## src/rtl/sr_drv_pkg.sv

```systemverilog
// Shared types and defaults for the SR bank driver: FSM state encoding,
// default parameter values and the timer width helper.
package sr_drv_pkg;

  typedef enum logic [2:0] {
    ST_INIT   = 3'd0,
    ST_IDLE   = 3'd1,
    ST_DRIVE  = 3'd2,
    ST_SETTLE = 3'd3,
    ST_CHECK  = 3'd4
  } drv_state_e;

  localparam int unsigned DEF_WIDTH         = 8;
  localparam int unsigned DEF_PULSE_CYCLES  = 1;
  localparam int unsigned DEF_SETTLE_CYCLES = 1;

  function automatic int unsigned max_u(input int unsigned a, input int unsigned b);
    return (a > b) ? a : b;
  endfunction

  // Wide enough to hold the largest of the pulse and settle reload values.
  function automatic int unsigned timer_width(input int unsigned pulse, input int unsigned settle);
    return $clog2(max_u(pulse, settle) + 1);
  endfunction

endpackage

```

## src/rtl/sr_pulse_timer.sv

```systemverilog
// Loadable down-counter with a zero flag; times the pulse and settle phases.
module sr_pulse_timer #(
  parameter int unsigned CW = 1
) (
  input  logic          clk,
  input  logic          rst,
  input  logic          load_i,
  input  logic [CW-1:0] load_val_i,
  output logic          zero_o
);

  logic [CW-1:0] cnt_q;
  logic [CW-1:0] cnt_d;

  always_comb begin
    cnt_d = cnt_q;
    if (load_i) begin
      cnt_d = load_val_i;
    end else if (cnt_q != '0) begin
      cnt_d = cnt_q - 1'b1;
    end
  end

  always_ff @(posedge clk or posedge rst) begin
    if (rst) begin
      cnt_q <= '0;
    end else begin
      cnt_q <= cnt_d;
    end
  end

  assign zero_o = (cnt_q == '0);

endmodule

```

## src/rtl/sr_bank_driver.sv

```systemverilog
// Command-side driver for a bank of SR flip-flops: turns a target word into
// non-overlapping per-bit S/R pulses, then verifies the readback.
module sr_bank_driver
  import sr_drv_pkg::*;
#(
  parameter int unsigned WIDTH         = DEF_WIDTH,
  parameter int unsigned PULSE_CYCLES  = DEF_PULSE_CYCLES,
  parameter int unsigned SETTLE_CYCLES = DEF_SETTLE_CYCLES
) (
  input  logic             clk,
  input  logic             rst,
  input  logic             tgt_valid,
  input  logic [WIDTH-1:0] tgt_data,
  output logic             tgt_ready,
  output logic [WIDTH-1:0] s_out,
  output logic [WIDTH-1:0] r_out,
  input  logic [WIDTH-1:0] q_in,
  output logic [WIDTH-1:0] shadow_q,
  output logic             done,
  output logic             mismatch
);

  localparam int unsigned CW = timer_width(PULSE_CYCLES, SETTLE_CYCLES);
  localparam logic [CW-1:0] P_LOAD = CW'(PULSE_CYCLES - 1);
  localparam logic [CW-1:0] S_LOAD = CW'((SETTLE_CYCLES > 0) ? SETTLE_CYCLES - 1 : 0);

  drv_state_e       state_q;
  logic [WIDTH-1:0] target_q;
  logic [WIDTH-1:0] set_m_q;
  logic [WIDTH-1:0] rst_m_q;
  logic [WIDTH-1:0] shadow_r_q;
  logic [WIDTH-1:0] s_out_q;
  logic [WIDTH-1:0] r_out_q;
  logic             tgt_ready_q;
  logic             done_q;
  logic             mismatch_q;
  logic             init_busy_q;

  logic             hs;
  logic             no_change;
  logic [WIDTH-1:0] new_set;
  logic [WIDTH-1:0] new_rst;
  logic             tmr_load;
  logic [CW-1:0]    tmr_val;
  logic             tmr_zero;

  assign hs        = (state_q == ST_IDLE) && tgt_valid && tgt_ready_q;
  assign no_change = (tgt_data == shadow_r_q);
  assign new_set   = tgt_data & ~shadow_r_q;
  assign new_rst   = ~tgt_data & shadow_r_q;

  // Timer reload on entry to every timed phase (INIT pulse, DRIVE, SETTLE).
  always_comb begin
    tmr_load = 1'b0;
    tmr_val  = P_LOAD;
    case (state_q)
      ST_INIT: begin
        if (!init_busy_q) begin
          tmr_load = 1'b1;
        end else if (tmr_zero) begin
          tmr_load = 1'b1;
          tmr_val  = S_LOAD;
        end
      end
      ST_IDLE: begin
        if (hs && !no_change) begin
          tmr_load = 1'b1;
        end
      end
      ST_DRIVE: begin
        if (tmr_zero) begin
          tmr_load = 1'b1;
          tmr_val  = S_LOAD;
        end
      end
      default: ;
    endcase
  end

  sr_pulse_timer #(
    .CW(CW)
  ) u_timer (
    .clk       (clk),
    .rst       (rst),
    .load_i    (tmr_load),
    .load_val_i(tmr_val),
    .zero_o    (tmr_zero)
  );

  // init_busy_q marks the power-up clear: set on the first INIT cycle, and the
  // CHECK that ends it updates mismatch without emitting done.
  always_ff @(posedge clk or posedge rst) begin
    if (rst) begin
      state_q     <= ST_INIT;
      target_q    <= '0;
      set_m_q     <= '0;
      rst_m_q     <= '0;
      shadow_r_q  <= '0;
      s_out_q     <= '0;
      r_out_q     <= '0;
      tgt_ready_q <= 1'b0;
      done_q      <= 1'b0;
      mismatch_q  <= 1'b0;
      init_busy_q <= 1'b0;
    end else begin
      done_q <= 1'b0;
      case (state_q)
        ST_INIT: begin
          if (!init_busy_q) begin
            init_busy_q <= 1'b1;
            target_q    <= '0;
            s_out_q     <= '0;
            r_out_q     <= '1;
          end else if (tmr_zero) begin
            r_out_q <= '0;
            state_q <= (SETTLE_CYCLES > 0) ? ST_SETTLE : ST_CHECK;
          end
        end
        ST_IDLE: begin
          if (hs) begin
            tgt_ready_q <= 1'b0;
            target_q    <= tgt_data;
            set_m_q     <= new_set;
            rst_m_q     <= new_rst;
            if (no_change) begin
              state_q <= ST_CHECK;
            end else begin
              s_out_q <= new_set;
              r_out_q <= new_rst;
              state_q <= ST_DRIVE;
            end
          end
        end
        ST_DRIVE: begin
          if (tmr_zero) begin
            s_out_q <= '0;
            r_out_q <= '0;
            state_q <= (SETTLE_CYCLES > 0) ? ST_SETTLE : ST_CHECK;
          end else begin
            s_out_q <= set_m_q;
            r_out_q <= rst_m_q;
          end
        end
        ST_SETTLE: begin
          if (tmr_zero) begin
            state_q <= ST_CHECK;
          end
        end
        ST_CHECK: begin
          shadow_r_q  <= target_q;
          mismatch_q  <= (q_in != target_q);
          tgt_ready_q <= 1'b1;
          state_q     <= ST_IDLE;
          if (init_busy_q) begin
            init_busy_q <= 1'b0;
          end else begin
            done_q <= 1'b1;
          end
        end
        default: begin
          s_out_q <= '0;
          r_out_q <= '0;
          state_q <= ST_INIT;
        end
      endcase
    end
  end

  assign tgt_ready = tgt_ready_q;
  assign s_out     = s_out_q;
  assign r_out     = r_out_q;
  assign shadow_q  = shadow_r_q;
  assign done      = done_q;
  assign mismatch  = mismatch_q;

endmodule

```

## config.mk

```make
export PLATFORM = sky130hd
export DESIGN_NAME = sr_bank_driver
export DESIGN_NICKNAME = d
export VERILOG_FILES = /design/src/rtl/sr_drv_pkg.sv /design/src/rtl/sr_pulse_timer.sv /design/src/rtl/sr_bank_driver.sv
export SDC_FILE = /design/constraint.sdc
export NUM_CORES = 1
export LEC_CHECK = 0
export ABC_AREA = 1
export BUFFER_PORTS_ARGS = -buffer_cell sky130_fd_sc_hd__buf_4
export CAP_MARGIN = 30
export CORE_ASPECT_RATIO = 0.9
export CORE_UTILIZATION = 50
export CTS_CLUSTER_DIAMETER = 60
export DETAILED_ROUTE_END_ITERATION = 10
export GPL_TIMING_DRIVEN = 0
export PLACE_DENSITY = 0.74
export RECOVER_POWER = 100
export SLEW_MARGIN = 20
export SYNTH_ARGS = -nofsm -noshare
export SYNTH_HDL_FRONTEND = slang
export SYNTH_SLANG_ARGS = --single-unit
export TNS_END_PERCENT = 100
```

## constraint.sdc

```tcl
create_clock -name clk -period 1.84 [get_ports clk]
set_input_delay 0.092 -clock clk [delete_from_list [all_inputs] [get_ports clk]]
set_output_delay 0.092 -clock clk [all_outputs]
set_load 0.02 [all_outputs]
```

* After elaboration in Yosys (flattened, before gate mapping)
Cells that the tools add are included.
** Cells by class
- Magnitude comparators :: 0
- Add/subtract/negate cells :: 1
- $mul :: 0
- Reductions and logical operators :: 15
- Bitwise gates (word level) :: 5
- Muxes and demuxes :: 30
- Div/mod/pow operators :: 0
- Equal/unequal tests :: 12
- Shifts and indexed selects :: 0
** Operator list (number)
- $mux W8 :: 10
- $pmux W8 S4 :: 2
- $and A8 B8 Y8 :: 2
- $not A8 Y8 :: 2
- $pmux W8 S2 :: 1
- $mux W3 :: 5
- $pmux W3 S5 :: 1
- $ne A2 B2 Y1 const B :: 5
- $eq A8 B8 Y1 :: 1
- $mux W1 :: 8
- $ne A8 B8 Y1 :: 1
- $reduce_and A4 Y1 :: 2
- $eq A3 B2 Y1 const B :: 2
- $reduce_and A3 Y1 :: 2
- $reduce_bool A2 Y1 :: 3
- $pmux W1 S2 :: 2
- $reduce_and A2 Y1 :: 2
- $eq A3 B1 Y1 const B :: 1
- $eq A3 B3 Y1 const B :: 1
- $logic_and A1 B1 Y1 :: 3
- $logic_not A3 Y1 :: 1
- $ne A3 B3 Y1 const B :: 1
- $pmux W1 S3 :: 1
- $reduce_or A2 Y1 :: 1
- 3 further kinds :: 3
** Word-level totals
- Memories :: 0
- Bits in writable memories :: 0
- Bits in latches :: 0
- Register bits :: 56
- ROM bits :: 0
- Output and inout bits :: 27
- Input port bits :: 19

* Longest topological paths before layout
- Word-level depth :: 7
- Depth in mapped cells :: 9

* Cells and area by module
Synthesis repeated with hierarchy kept, for this count alone.
** Second synthesis, totals
- Cells, all modules :: 363
- Area, all modules :: 2904.0 µm²
** By module, submodules not included
- sr_bank_driver :: area each 2864.0 µm², cells each 358, times used 1
- sr_pulse_timer :: area each 40.0 µm², cells each 5, times used 1

* Worst setup path after synthesis
OpenSTA, ideal clock, no wires.
- Path type :: register to register
- Start :: register shadow_r_q[4], in the netlist shadow_q[4]
- End :: register s_out_q[7], in the netlist s_out[7]
- Library setup time :: 117 ps
- Setup slack :: 286 ps
- Clock period less this slack :: 1554 ps
- Cell stages (with the launch flop) :: 8
- Buffers on the path :: 1
- Arrival :: 1436 ps
- Path through :: dfrtp_1 > ha_1 > nand2_1 > nor2_1 > nand3_4 > buf_6 > nand4_1 > nand2_1
** On the way
- Cells in the longest elaborated chain, start to end :: 3
** Ends and longest elaborated chain
- start, declared :: line sr_bank_driver.sv:31 : logic [WIDTH-1:0] shadow_r_q;
- start signal, assigned :: line sr_bank_driver.sv:150 : shadow_r_q <= target_q;
- $eq A8 B8 Y1 :: line sr_bank_driver.sv:48 : assign no_change = (tgt_data == shadow_r_q);
- $ne A2 B2 Y1 (no line)
- $reduce_and A4 Y1 (no line)
- end signal, assigned :: line sr_bank_driver.sv:128 : s_out_q <= new_set;
- end signal, assigned :: line sr_bank_driver.sv:140 : s_out_q <= set_m_q;
- end, declared :: line sr_bank_driver.sv:32 : logic [WIDTH-1:0] s_out_q;
Every way passes these cells.
A chain may end at the register's enable or synchronous reset.

* Worst setup path in the final report
- Start :: register state_q[1]
- End :: register s_out_q[7], in the netlist s_out[7]
** On the way
- Cells in the longest elaborated chain, start to end :: 5
** Ends and longest elaborated chain
- start, declared :: line sr_bank_driver.sv:27 : drv_state_e state_q;
- start signal, assigned :: line sr_bank_driver.sv:116 : state_q <= (SETTLE_CYCLES > 0) ? ST_SETTLE : ST_CHECK;
- start signal, assigned :: line sr_bank_driver.sv:138 : state_q <= (SETTLE_CYCLES > 0) ? ST_SETTLE : ST_CHECK;
- $eq A3 B1 Y1 :: line sr_bank_driver.sv:47, sr_bank_driver.sv:107
- $logic_and A1 B1 Y1 (2 in series) :: line sr_bank_driver.sv:47 : assign hs = (state_q == ST_IDLE) && tgt_valid && tgt_ready_q;
- $ne A2 B2 Y1 (no line)
- $reduce_and A4 Y1 (no line)
Parallel ways exist; a longest one is shown, timed or not.

==> qor.json <==
{
  "power": {
    "max-vdd-ir-drop_mv": 0.720,
    "leakage_nw": 1.46,
    "cellPowerDensity_nw_per_um2": 1580
  },
  "placement": {
    "worst_slack_at_placement_ns": 0.237,
    "place_inst": 379,
    "numPortBuffers": 45,
    "routabilityCongestion": 0.872,
    "dp.final_hpwl_um": 3610
  },
  "sta": {
    "fmax_mhz": 612,
    "finalCriticalPeriod_ns": 1.64,
    "timing.final.max_slew_violations": 0,
    "slew_headroom_pct": 56.5,
    "worst_hold_slack_ns": 0.0502,
    "timing.final.crit_share_pct": 88.9,
    "report.final.hold_viol_count": 0,
    "post-route-worst-setup-slack_ns": 0.205,
    "setup_violations": 0,
    "grt_setup_unrepaired": "false",
    "totalNegativeSetupSlack_ns": 0,
    "finalClockSkew_ns": 0.00374,
    "worstMarginPinSlew_ns": 0.651
  },
  "drt": {
    "drc_errors": 0,
    "detailroute.via_count": 1888,
    "antenna_violating_nets_post_route": 0,
    "drtIter0Drc": 80,
    "wl_um": 4510,
    "avgViaCountPerCell": 4.87,
    "wl_per_cell_um": 11.6,
    "1st_pass_router_iterations": 4
  },
  "cells_and_area": {
    "multiInputGateArea_um2": 981,
    "design.final.nets": 374,
    "layout.core_utilization_pct": 62.0,
    "layout_stage_area_growth_over_the_synthesis_result_pct": 17.4,
    "drive_gt1_share_pct": 11.8,
    "layout.cells.most_common": "nand2_1",
    "area.sequential_um2": 976,
    "mostFrequentLayoutCells": "nand2_1 (107), inv_1 (42), dfrtp_1 (39), clkbuf_1 (31)",
    "antennaDiodeCount": 0,
    "final.fill_count": 427,
    "post_layout_nonfiller_instances": 388
  },
  "flow_run": {
    "maxCapViolCount": 0
  },
  "die": {
    "floorplan.core_area_um2": 4130,
    "die_area_um2": 4630,
    "io_pins": 46,
    "fp.dieH_um": 64.7,
    "die-width_um": 71.6,
    "initial_core_util_pct": 52.8,
    "rows": 22
  },
  "synthesis": {
    "netlist-cell-type-count": 22,
    "postSynthNetCount": 320,
    "yosysWarnings": 0,
    "synth_largest_area_cell": "dfrtp_1",
    "syn_inst": 285,
    "seq_area_frac_synth_pct": 44.7,
    "post_synth.cell_area_avg_um2": 7.66,
    "synth.top_cells.by_area": "dfrtp_1 (45%), nand2_1 (18%), ha_1 (9.2%)",
    "ys_seq_elements": 39,
    "synthDominantCellAreaShare_pct": 44.7,
    "synth_cell_area_um2": 2180
  },
  "setup_path": {
    "path_cells": "inv_1, nand3_1, nand2_1, inv_2, clkbuf_2, nand4_1, nand2_1",
    "timing_worst_setup_path_type": "flip-flop to flip-flop",
    "rr_endpoint": "s_out[7]",
    "critPathTopFamily": "simple AND/OR/NAND/NOR gates",
    "timing.critical_path.slowest_cell_delay_ns": 0.42,
    "cp.buffers_inverters": 3,
    "reg2reg_from": "state_q[1]",
    "setup.worst_path.start_class": "flip-flop",
    "critPathMostFrequentCell": "nand2_1",
    "critical_path_required_ns": 2.02,
    "worst-r2r-setup-slack_ns": 0.20,
    "critPathCaptureType": "flip-flop",
    "worstPathArrival_ns": 1.81,
    "critPathMaxFanout": 10,
    "ff2ff_path_depth": 7,
    "critPathSlowestCell": "dfrtp_1"
  },
  "cts": {
    "cts-resized-gates": 0,
    "clk_slew_on_worst_s_h_paths_ns": 0.07,
    "ctsHtreeMaxLevel": 2,
    "tritoncts.num_buffers": 5,
    "clock-sinks": 39,
    "ctsRootBufferMaster": "clkbuf_8",
    "clock_tree_from_tritoncts": "built",
    "clock_latency_ns": 0.29,
    "clock_path_buffers": 2,
    "postCtsSetupRepairBufs": 0
  },
  "hold_path": {
    "worstHoldPathType": "primary input to flip-flop",
    "min-delay-start": "tgt_data[1]",
    "min_path_cells": 3,
    "hold_end": "target_q[1]"
  },
  "global_route": {
    "grt_start_max_net_pins": 23,
    "overflow": 0,
    "global_route_wire_length_before_repair_um": 7500,
    "grt_antenna_before_repair": 0,
    "number_of_global_route_vias_before_repair": 1674,
    "grt_util_all_layers_pct": 21.3
  },
  "status": {
    "run_status": "finished clean"
  }
}
==> layout make-up <==
cell class,count,share of cell area (%)
Buffer,6,1.66
Clock buffer,7,2.98
Clock inverter,1,0.195
Inverter,45,6.60
Multi-Input combinational cell,195,38.3
Sequential cell,39,38.1
Tap cell,48,2.34
Timing Repair Buffer,47,9.82
==> synthesized netlist by cell type <==
master,number
nand3_2,2
nand4_1,9
nand3_4,1
a21oi_1,3
a21boi_0,1
buf_4,2
nor2_1,21
ha_1,16
o21ai_0,8
nand2_1,105
nor2_2,1
inv_2,4
or2_2,1
dfrtp_1,39
buf_6,2
clkbuf_1,1
nand3_1,20
nand2_2,5
xnor2_1,1
a21oi_2,1
inv_1,41
buf_2,1
==> registers in the layout (all words and copies together) (netlist names) <==
| name | cells |
|---|---|
| done | 1 |
| init_busy_q | 1 |
| mismatch | 1 |
| r_out | 8 |
| s_out | 8 |
| shadow_q | 8 |
| state_q | 3 |
| target_q | 8 |
| tgt_ready | 1 |
==> worst reg2reg max path: cells and delay by family (launching register included) <==
kind          cells  cell delay (ns)
flops             1             0.42
buf+inv           3             0.41
simple gates      4             0.69
==> worst max-delay path by stage <==
stage	from	endpoint	slack, ns	cells after the start
after floorplan	shadow_q[4]	s_out[7]	0.29	7
after global placement	shadow_q[6]	s_out[7]	0.26	7
after detailed placement	shadow_q[7]	s_out[7]	0.24	7
after CTS	shadow_q[7]	s_out[7]	0.22	7
after global routing	state_q[1]	s_out[7]	0.06	7
final	state_q[1]	s_out[7]	0.20	7
==> where the power goes <==
| part | switching, mW | leakage, nW | total [mW] | internal, mW |
|---|---|---|---|---|
| combinational | 1.39 | 0.900 | 2.01 | 0.616 |
| sequential | 0.271 | 0.516 | 1.48 | 1.21 |
| clock | 0.282 | 0.0422 | 0.548 | 0.266 |
==> logic make-up after synthesis <==
logic type / synth area share [%]
AOI/OAI and AO/OA: 3.27
adders and majority gates: 9.17
buffers and inverters: 9.86
DFF: 44.7
xor gates and xnor gates: 0.401
and+or+nand+nor: 32.6
==> layer usage <==
layer  up-vias  share of wire (%)  GRT usage [%]
met1       864                 49           27.9
met4         0                1.3           7.35
met3         5                3.7           4.20
met2        38                 46           35.4
li1        981                  -              -
met5         -                  0              0
==> through the flow <==
| stage | power (mW) | cell area [um2] |
|---|---|---|
| 3_5_place_dp | 3.77 | 2610 |
| 3_3_place_gp | 3.70 | 2580 |
| 2_1_floorplan | 2.98 | 2180 |
| 4_1_cts | 4.33 | 2700 |
| 5_1_grt | 4.41 | 2560 |
| 6_report | 4.04 | 2560 |
==> timing repair <==
action,in CTS,in global routing
hold endpoints to repair,17,0
hold buffers,1,0
setup endpoints to repair,0,0
Power figures use the tool's default switching activity.
